`config.mk`:
```
export PLATFORM = sky130hd
export DESIGN_NAME = led_pattern_engine
export DESIGN_NICKNAME = d
export VERILOG_FILES = /design/src/rtl/led_pattern_pkg.sv /design/src/rtl/led_pattern_engine_tick_prescaler.sv /design/src/rtl/led_pattern_engine.sv
export SDC_FILE = /design/constraint.sdc
export NUM_CORES = 1
export LEC_CHECK = 0
export CAP_MARGIN = 15
export CORE_MARGIN = 4
export CORE_UTILIZATION = 25
export DETAILED_ROUTE_END_ITERATION = 8
export GPL_TIMING_DRIVEN = 0
export MAX_ROUTING_LAYER = met4
export PLACE_DENSITY = 0.43
export SYNTH_ARGS = -nofsm -noshare
export SYNTH_HDL_FRONTEND = slang
export SYNTH_SLANG_ARGS = --single-unit
```
`constraint.sdc`:
```
create_clock -name clk -period 3.9 [get_ports clk]
set_input_delay 0.975 -clock clk [delete_from_list [all_inputs] [get_ports clk]]
set_output_delay 0.975 -clock clk [all_outputs]
set_load 0.1 [all_outputs]
```
`src/rtl/led_pattern_pkg.sv`:
```
// Shared mode encodings and FSM state types for the LED pattern engine.
package led_pattern_pkg;

    localparam logic [1:0] MODE_ROTATE = 2'd0;
    localparam logic [1:0] MODE_BOUNCE = 2'd1;
    localparam logic [1:0] MODE_FILL   = 2'd2;
    localparam logic [1:0] MODE_COUNT  = 2'd3;

    typedef enum logic {
        UP   = 1'b0,
        DOWN = 1'b1
    } bounce_state_t;

    typedef enum logic {
        FILL  = 1'b0,
        DRAIN = 1'b1
    } fill_state_t;

endpackage

```
`src/rtl/led_pattern_engine_tick_prescaler.sv`:
```
// Step-rate prescaler: down-counter with terminal-count strobe.
// The reload value is sampled only when the counter reloads, so a speed
// change lands on the next step boundary rather than mid-period.
module tick_prescaler #(
    parameter int DIV_BITS = 20
) (
    input  logic       clk,
    input  logic       rst,
    input  logic       en,
    input  logic       reload_req,
    input  logic [2:0] speed,
    output logic       tick
);

    localparam logic [DIV_BITS-1:0] DIV_MAX = '1;

    logic [DIV_BITS-1:0] div;
    logic [DIV_BITS-1:0] reload_val;

    // Shifting past the counter width leaves zero, i.e. a tick every cycle.
    assign reload_val = DIV_MAX >> speed;

    assign tick = en && (div == '0);

    // Counter: reload on reset, forced reload or terminal count; hold when disabled.
    always_ff @(posedge clk) begin
        if (rst || reload_req) begin
            div <= reload_val;
        end else if (en) begin
            if (div == '0) begin
                div <= reload_val;
            end else begin
                div <= div - 1'b1;
            end
        end
    end

endmodule

```
`src/rtl/led_pattern_engine.sv`:
```
// LED pattern engine: rotate, bounce, fill/drain and binary count over a
// WIDTH-bit LED bank, stepped by a programmable prescaler.
// Optional build macro LED_PATTERN_PWM_EN gates the LED output with a
// 16-step PWM brightness control driven by duty.
//
// Bounce FSM
//   state | meaning
//   UP    | lit bit moving toward MSB
//   DOWN  | lit bit moving toward LSB, wrap on arrival at bit 0
// Fill FSM
//   state | meaning
//   FILL  | ones shifting in from the entry end
//   DRAIN | zeros shifting in, wrap once the bank is empty
module led_pattern_engine
    import led_pattern_pkg::*;
#(
    parameter int WIDTH    = 10,
    parameter int DIV_BITS = 20
) (
    input  logic             clk,
    input  logic             rst,
    input  logic             en,
    input  logic [1:0]       mode,
    input  logic             dir,
    input  logic [2:0]       speed,
    input  logic [3:0]       duty,
    output logic [WIDTH-1:0] leds,
    output logic             tick,
    output logic             wrap
);

    localparam logic [WIDTH-1:0] ALL_ONES = '1;
    localparam logic [WIDTH-1:0] ALL_ZERO = '0;
    localparam logic [WIDTH-1:0] ONE      = {{(WIDTH-1){1'b0}}, 1'b1};

    logic [WIDTH-1:0] pat, pat_nxt;
    logic [1:0]       mode_q;
    bounce_state_t    bst, bst_nxt;
    fill_state_t      fst, fst_nxt;
    logic             wrap_q, wrap_nxt;
    logic             mode_chg;

    function automatic logic [WIDTH-1:0] start_value(input logic [1:0] m);
        if (m == MODE_ROTATE || m == MODE_BOUNCE) begin
            return ONE;
        end
        return ALL_ZERO;
    endfunction

    assign mode_chg = (mode != mode_q);

    tick_prescaler #(
        .DIV_BITS(DIV_BITS)
    ) u_prescaler (
        .clk       (clk),
        .rst       (rst),
        .en        (en),
        .reload_req(mode_chg),
        .speed     (speed),
        .tick      (tick)
    );

    // State register for pattern, mode tracking, FSM states and wrap pulse.
    always_ff @(posedge clk) begin
        if (rst) begin
            pat    <= start_value(mode);
            mode_q <= mode;
            bst    <= UP;
            fst    <= FILL;
            wrap_q <= 1'b0;
        end else begin
            pat    <= pat_nxt;
            mode_q <= mode;
            bst    <= bst_nxt;
            fst    <= fst_nxt;
            wrap_q <= wrap_nxt;
        end
    end

    // Next pattern: a mode change restarts the pattern ahead of any step.
    always_comb begin
        pat_nxt  = pat;
        bst_nxt  = bst;
        fst_nxt  = fst;
        wrap_nxt = 1'b0;
        if (mode_chg) begin
            pat_nxt = start_value(mode);
            bst_nxt = UP;
            fst_nxt = FILL;
        end else if (tick) begin
            case (mode_q)
                MODE_ROTATE: begin
                    if (dir) begin
                        pat_nxt  = {pat[WIDTH-2:0], pat[WIDTH-1]};
                        wrap_nxt = pat[WIDTH-1];
                    end else begin
                        pat_nxt  = {pat[0], pat[WIDTH-1:1]};
                        wrap_nxt = pat[0];
                    end
                end
                MODE_BOUNCE: begin
                    if (bst == UP) begin
                        pat_nxt = pat << 1;
                        if (pat_nxt[WIDTH-1]) begin
                            bst_nxt = DOWN;
                        end
                    end else begin
                        pat_nxt = pat >> 1;
                        if (pat_nxt[0]) begin
                            bst_nxt  = UP;
                            wrap_nxt = 1'b1;
                        end
                    end
                end
                MODE_FILL: begin
                    if (fst == FILL) begin
                        pat_nxt = dir ? {pat[WIDTH-2:0], 1'b1} : {1'b1, pat[WIDTH-1:1]};
                        if (pat_nxt == ALL_ONES) begin
                            fst_nxt = DRAIN;
                        end
                    end else begin
                        pat_nxt = dir ? {pat[WIDTH-2:0], 1'b0} : {1'b0, pat[WIDTH-1:1]};
                        if (pat_nxt == ALL_ZERO) begin
                            fst_nxt  = FILL;
                            wrap_nxt = 1'b1;
                        end
                    end
                end
                default: begin
                    if (dir) begin
                        pat_nxt  = pat + ONE;
                        wrap_nxt = (pat == ALL_ONES);
                    end else begin
                        pat_nxt  = pat - ONE;
                        wrap_nxt = (pat == ALL_ZERO);
                    end
                end
            endcase
        end
    end

    assign wrap = wrap_q;

`ifdef LED_PATTERN_PWM_EN
    logic [3:0] pwm;

    // Free-running brightness counter, independent of the run enable.
    always_ff @(posedge clk) begin
        if (rst) begin
            pwm <= 4'd0;
        end else begin
            pwm <= pwm + 4'd1;
        end
    end

    assign leds = pat & {WIDTH{pwm < duty}};
`else
    logic unused_duty;
    assign unused_duty = ^duty;
    assign leds = pat;
`endif

endmodule

```
After elaboration in Yosys (flattened, before gate mapping)

Cells that the tools add are included.

Reductions and logical operators: 14
Bitwise logic cells: 1
Mux-type cells: 32
Shift operators: 1
Eq/ne operators: 6
Add/sub/neg operators: 3

Operators by type and width:

| kind                  | count |
|---|---|
| $mux 10               | 12 |
| $mux 20               | 3 |
| $pmux 10 s3           | 1 |
| $eq 10x10->1 const B  | 2 |
| $logic_not 10->1      | 2 |
| $logic_not 20->1      | 1 |
| $shr 20x3->20 const A | 1 |
| $sub 20x1->20 const B | 1 |
| $mux 1                | 15 |
| $add 10x1->10 const B | 1 |
| $sub 10x1->10 const B | 1 |
| $eq 2x1->1 const B    | 2 |
| $logic_not 2->1       | 2 |
| $reduce_and 2->1      | 2 |
| $pmux 1 s3            | 1 |
| $reduce_bool 3->1     | 1 |
| $reduce_or 3->1       | 1 |
| $eq 2x2->1 const B    | 1 |
| $logic_or 1x1->1      | 2 |
| $ne 2x2->1            | 1 |
| $reduce_bool 2->1     | 1 |
| $reduce_or 2->1       | 1 |
| $logic_and 1x1->1     | 1 |
| $not 1->1             | 1 |

Output and inout bits: 12
Input port bits: 13
Flip-flop bits (word level): 35
Word-level logic and storage cells: 63

Longest topological paths before layout

Gate-level depths: netlist (run 1).

Word-level depth: 7
Mapped depth: 9
Depth with buffers taken out: 7

Modules after synthesis

Synthesis (run 1) repeated with hierarchy kept, for this count alone.

Cell total of the unflattened synthesis: 311
Area, all modules: 2914.0 um2

Modules (own cells, without submodules):

| module             | area each (um2) | cells an instance | seq. area each (um2) | instances |
|---|---|---|---|---|
| led_pattern_engine | 1606.5          | 198               | 400.4                | 1 |
| tick_prescaler     | 1307.5          | 113               | 600.6                | 1 |

Worst setup path after synthesis (run 1)

Ideal clock, no wire load.

Path type: in2reg
From: input dir
To: register pat[9], in the netlist leds[9], data pin
Setup time: 255 ps
Buffers on the path: 1
Required time: 3645 ps
Stages: 8
Slack: 832 ps
Arrival: 2813 ps
Cells stage by stage: clkbuf_1 > inv_1 > ha_1 > a21o_1 > or4_1 > o21ai_1 > o21ai_0 > and3_1

Word-level cells in the longest chain between the ends: 6
Elaborated cells between the ends (all ways): 9
Those cells by class: 9 x mux

Ends and longest elaborated chain:

| what                       | RTL line                                             | source |
|---|---|---|
| start: declaration         | led_pattern_engine.sv:24                             | `input logic dir,` |
| $mux 10 (on tied branches) | led_pattern_engine.sv:117, led_pattern_engine.sv:122 |  |
| $mux 10                    | led_pattern_engine.sv:116                            | `if (fst == FILL) begin` |
| $pmux 10 s3 *              | led_pattern_engine.sv:91                             | `case (mode_q)` |
| $mux 10 *                  | led_pattern_engine.sv:90                             | `end else if (tick) begin` |
| $mux 10 *                  | led_pattern_engine.sv:86                             | `if (mode_chg) begin` |
| $mux 10 *                  | led_pattern_engine.sv:65                             | `if (rst) begin` |
| end signal: assignment     | led_pattern_engine.sv:66                             | `pat <= start_value(mode);` |
| end signal: assignment     | led_pattern_engine.sv:72                             | `pat <= pat_nxt;` |
| end: declaration           | led_pattern_engine.sv:36                             | `logic [WIDTH-1:0] pat, pat_nxt;` |

Mark *: on every way between the ends. The rest lies on a longest branch, timed or not. The select of a mux whose other input is x is not followed.
A chain may end at the register's enable or synchronous reset.

Worst setup path after layout (run 1)

Ends and elaborated chain as after synthesis.

==> flow_summary.yaml, run 1 <==
clock_network:
  cts_max_level: 2
  numCtsBuffers: 5
  cts_sinks: 35
  root_buffer: "clkbuf_8"
  cts_tree: "done"
  clk_pin_slew_ps: 90
  clockBufferDepth: 2
  clock_latency_ps: 300
sta:
  min_period_ps: 3680
  relSlewSlack_pct: 28.8
  worst_clock_skew_ps: 9.13
  tightest_slew_ps: 1070
  hold_viol: 0
  period_share_pct: 94.4
  setup_violations: 0
  postLayoutSetupSlackWorst_ps: 218
  fmax_mhz: 272
  rsz0062_at_grt: "no"
  slew_violations: 0
  finalSetupTns_ps: 0
critical_path:
  crit_path_max_fanout: 8
  arrival_ps: 3750
  required_ps: 3960
  crit_path_cell_trace: "clkdlybuf4s50_1, clkbuf_2, clkinvlp_4, buf_4, ha_1, a21o_1, or4_1, o21ai_1, o21ai_0, and3_1"
  critPathMaxStageDelay_ps: 590
  crit_slowest_cell: "clkdlybuf4s50_1"
  reg2reg_depth: 5
  end_kind: "register"
  cp-start-kind: "input pin"
  critPathKind: "in2reg"
placed_design:
  place_ws_ps: -380
  place_congestion: 0.801
  dp_hpwl_mm: 5.42
  port_buffers: 20
  dpl.cell_count: 464
synthesis:
  synth_top_area_share_pct: 32.4
  synth-async-reset-ratio_pct: 0
  yosysMostFrequentCell: "nand2_1"
  yosys_warnings: 0
  synthCells: 303
  synth_edf_count: 30
  synth_area_sq_um: 2780
  yosysSeqAreaShare_pct: 36.1
  synth_cell_types: 54
  ys.flop_type: "edfxtp_1"
  synth_top_cell_by_area: "edfxtp_1"
  yosys_register_bits: 35
  synth_fp_nets: 330
  syn_avg_cell_area_sq_um: 9.16
  yosys-top-cells-count: "36 x nand2_1, 30 x edfxtp_1, 22 x nor2_1"
  netlist_top_cells_area: "edfxtp_1 32%, mux2i_1 6.5%, ha_1 5.9%"
job:
  drv_cap: 0
final_layout:
  drive_above_1_share_pct: 9.85
  fill_cells: 1144
  layout.cells.non_filler: 475
  multi_input_comb_area_sq_um: 1640
  syn_to_final_growth_pct: 18.0
  final_nets: 361
  regArea_sq_um: 1000
  fin_util_pct: 30.2
  antenna_cells: 0
floorplan:
  start_util_pct: 25.6
  io_pins: 25
  die_y_um: 113
  core.rowCount: 38
  core_sq_um: 10800
  chipWidth_um: 113
  dieArea_sq_um: 12900
power_and_ir_drop:
  power.switching_uw: 429
  power_frac_comb_pct: 31.8
  p_leak_uw: 0.00113
  power-per-cell-area_nw_per_um2: 337
  p_clk_share_pct: 26.0
  seq_power_share_pct: 42.2
  swShare_pct: 38.8
  p_int_uw: 675
  peakVddDrop_uv: 144
global_routing:
  antenna_found_initial: 0
  grt_max_degree: 22
  grt_usage_pct: 11.8
  grt_pass1_vias: 2161
  grt_pass1_wl_mm: 11.8
  grt-ovfl-total: 0
detailed_routing:
  dr_total_vias: 2365
  avgRoutedWirePerCell_um: 15.8
  dr.first_iter.drc_count: 130
  drc: 0
  wl_mm: 7.51
  avgViaCountPerCell: 4.98
  ant_nets: 0
  first_pass_iters: 4
outcome:
  status: "finished, final reports clean"
min_path:
  hold_depth: 2
  hold_path_class: "reg2reg"
layer usage:
layer | GRT usage (%) | vias up | routed length (um) | share of wire [%]
li1 | - | 1187 | - | -
met1 | 16.4 | 1120 | 3690 | 49
met2 | 17.9 | 46 | 3440 | 46
met3 | 1.64 | 12 | 245 | 3.3
met4 | 3.85 | 0 | 141 | 1.9
met5 | - | - | 0 | 0
registers in the layout (all words and copies together), names as in the netlist:
name and flops:
bst 1, fst 1, mode_q 2, leds 10, u_prescaler.div 20, wrap 1
worst max-delay path, delay by kind of cell:
kind	cells	cell delay, ps
buf+inv	4	1210
compound gates	3	600
simple gates	2	560
fa+ha+maj	1	390
cells in the final DEF, fill, tap and decap left out, types with 7 or more instances in the layout:
cell and count:
mux2i_1 18, nor3_1 14, nor4_1 7, xor2_1 11
nand3_1 10, nor2_1 22, a21oi_1 15, ha_1 13
o21ai_0 12, nand2_1 36, clkdlybuf4s50_1 19, inv_1 7
clkbuf_1 11, xnor2_1 10, edfxtp_1 30
cells by family (layout without fill, tap and decap cells):
group | after synthesis | count (layout) | share of synthesized area [%]
compound gates | 63 | 63 | 15.8
xor+xnor | 21 | 21 | 6.62
simple gates | 122 | 122 | 22.8
fa+ha+maj | 14 | 14 | 6.58
mux | 20 | 20 | 7.30
buf+inv | 28 | 60 | 4.87
flops | 35 | 35 | 36.1
final timing paths:
| check | from | end | slack, ps |
|---|---|---|---|
| setup reg to reg | mode_q[0] | leds[3] | 1050 |
| hold / removal | fst | fst | 550 |
| hold reg to reg | fst | fst | 550 |
| setup / recovery | dir | leds[9] | 220 |
power groups by stage:
stage                     clock network, uW  registers (uW)  logic, uW
after floorplan                           0             553        170
after global placement                    0             474        343
after detailed placement                  0             475        346
after CTS                               297             466        350
after global routing                    311             471        376
final                                   287             466        351
cell type report:
type	count	share of cell area (%)
Sequential cell	35	30.5
Tap cell	140	5.35
Clock buffer	5	2.10
Clock inverter	3	0.725
Buffer	19	3.13
Timing Repair Buffer	24	6.87
Multi-Input combinational cell	240	50.1
Inverter	9	1.15
per-stage QoR:
step                      instance area (sq um)  power (uW)  hold WS, ps
after global placement                     3150         817          538
after CTS                                  3280        1110          554
after floorplan                            2780         723          510
after detailed placement                   3160         821          538
after global routing                       3280        1160          569
final                                      3280        1100          552
repair_timing:
| item | in CTS | in global routing |
|---|---|---|
| endpoints found under the setup margin | 3 | 14 |
| gates resized for setup | 2 | 5 |
| setup buffers | 3 | 0 |
| pin swaps | 0 | 0 |
| hold buffers | 0 | 0 |
Power figures use the tool's default switching activity.
==> run 2: changes to the inputs <==
- DONT_BUFFER_PORTS: unset -> 1
- PLACE_DENSITY: 0.43 -> 0.4
==> run 2 against run 1 <==
  * Non-clock buffer count decreased by 22
  * Die area unchanged
  * Clock power increased by 16%
  * Largest cell class unchanged
==> flow_summary.yaml, run 2 (synthesis results as in run 1) <==
final_layout:
  stdcell_area_sq_um: 3080
  drive_above_1_share_pct: 8.31
  final_common_cell: "nand2_1"
  final_cell_mix: "36 x nand2_1, 30 x edfxtp_1, 22 x nor2_1"
  largest_reg_flops: 20
  layout.cells.non_filler: 453
  final_nets: 339
  top_register: "u_prescaler.div"
  antenna_cells: 0
  syn_to_final_growth_pct: 10.9
critical_path:
  critPathMaxStageDelay_ps: 540
  path_delay_family: "compound AO/OA/AOI/OAI gates"
  arrival_ps: 3420
  end_kind: "register"
  timing.rr.start: "leds[1]"
  crit_path_max_fanout: 12
  required_ps: 3930
  cp-start-kind: "input pin"
  timing.rr.end: "leds[7]"
  crit_path_cell_trace: "clkbuf_1, inv_1, ha_1, nor2b_1, o31a_1, o41ai_1, mux2i_1, nand2_1"
  critPathKind: "in2reg"
  crit_buf_inv: 2
  reg2reg_depth: 8
  reg2reg_slack_ps: 710
  crit_slowest_cell: "o41ai_1"
min_path:
  whs_endpoint: "fst"
  min_from: "fst"
  hold_path_class: "reg2reg"
  hold_depth: 2
floorplan:
  core_sq_um: 10800
  chipWidth_um: 113
  start_util_pct: 25.6
  dieArea_sq_um: 12900
  die_y_um: 113
  io_pins: 25
  core.rowCount: 38
detailed_routing:
  ant_nets: 0
  dr_total_vias: 2285
  dr.first_iter.drc_count: 227
  first_pass_iters: 4
  drc: 0
  wl_mm: 7.46
  avgViaCountPerCell: 5.04
  avgRoutedWirePerCell_um: 16.5
sta:
  worst_clock_skew_ps: 15.0
  slew_violations: 0
  min_period_ps: 3380
  relSlewSlack_pct: 19.2
  rsz0062_at_grt: "no"
  hold_viol: 0
  tightest_slew_ps: 1210
  setup_violations: 0
  fmax_mhz: 295
  finalSetupTns_ps: 0
  period_share_pct: 86.8
clock_network:
  cts_max_level: 2
  root_buffer: "clkbuf_8"
  cts_hold_buf: 0
  cts_tree: "done"
  numCtsBuffers: 5
  clock_latency_ps: 290
  post_cts_buffers: 0
  clockBufferDepth: 2
  post_cts_resized: 0
  clk_pin_slew_ps: 70
  cts_sinks: 35
placed_design:
  dpl.cell_count: 443
  placed_cell_area_sq_um: 2950
  port_buffers: 0
  place_congestion: 0.832
  dp_hpwl_mm: 5.46
global_routing:
  grt_pass1_wl_mm: 12.2
  grtUsageMet2_pct: 17.7
  grt_max_degree: 22
  grt_use_met1_pct: 17.1
  antenna_found_initial: 0
  grt_pass1_vias: 2229
  grt-ovfl-total: 0
  grt_busiest_layer: "met2"
  grt_use_met3_pct: 3.02
  grt_usage_pct: 12.2
power_and_ir_drop:
  power-per-cell-area_nw_per_um2: 362
  peakVddDrop_uv: 178
  p_leak_uw: 0.00106
outcome:
  status: "finished, final reports clean"
job:
  drv_cap: 0
[run 2: through the flow]
step | power [uW] | util (%) | hold slack (ps) | setup slack [ps]
2_1_floorplan | 723 | - | 510 | 832
3_3_place_gp | 788 | 27.2 | 534 | -108
3_5_place_dp | 788 | 27.2 | 550 | -119
4_1_cts | 1130 | 28.2 | 563 | 172
5_1_grt | 1180 | 28.4 | 593 | 343
6_report | 1110 | 28.4 | 570 | 515
[run 2: area by class of cell]
| type | count | area, sq um |
|---|---|---|
| well taps | 140 | 175 |
| clock buffers | 5 | 68.8 |
| inverters | 9 | 33.8 |
| plain buffers | 19 | 101 |
| flip-flops and latches | 35 | 1000 |
| multi-input cells | 240 | 1640 |
| repair buffers | 2 | 18.8 |
| clock inverters | 3 | 38.8 |
| fillers | 1194 | 7760 |
[run 2: power by group]
part,switching (uW),internal [uW]
combinational,134,89.4
clock,145,187
sequential,126,432
[run 2: worst max path at each step]
| stage | cells past startpoint | endpoint | startpoint |
|---|---|---|---|
| floorplan | 8 | leds[9] | dir |
| global placement | 4 | leds[2] | mode[1] |
| detailed placement | 4 | leds[2] | mode[1] |
| CTS | 4 | leds[7] | mode[1] |
| global route | 8 | leds[8] | dir |
| finish | 8 | leds[8] | dir |
[run 2: worst reg2reg max path: stages, from the launching register on]
cell	delay (ps)
edfxtp_1	980
clkbuf_1	430
inv_1	140
ha_1	300
nor2b_1	50
o31a_1	310
o41ai_1	450
mux2i_1	240
nand2_1	60
[run 2: layer usage]
| metal | routed length (um) | vias up |
|---|---|---|
| met2 | 3340 | 52 |
| met1 | 3590 | 1085 |
| met5 | 0 | - |
| met4 | 78 | 0 |
| li1 | - | 1142 |
| met3 | 465 | 6 |
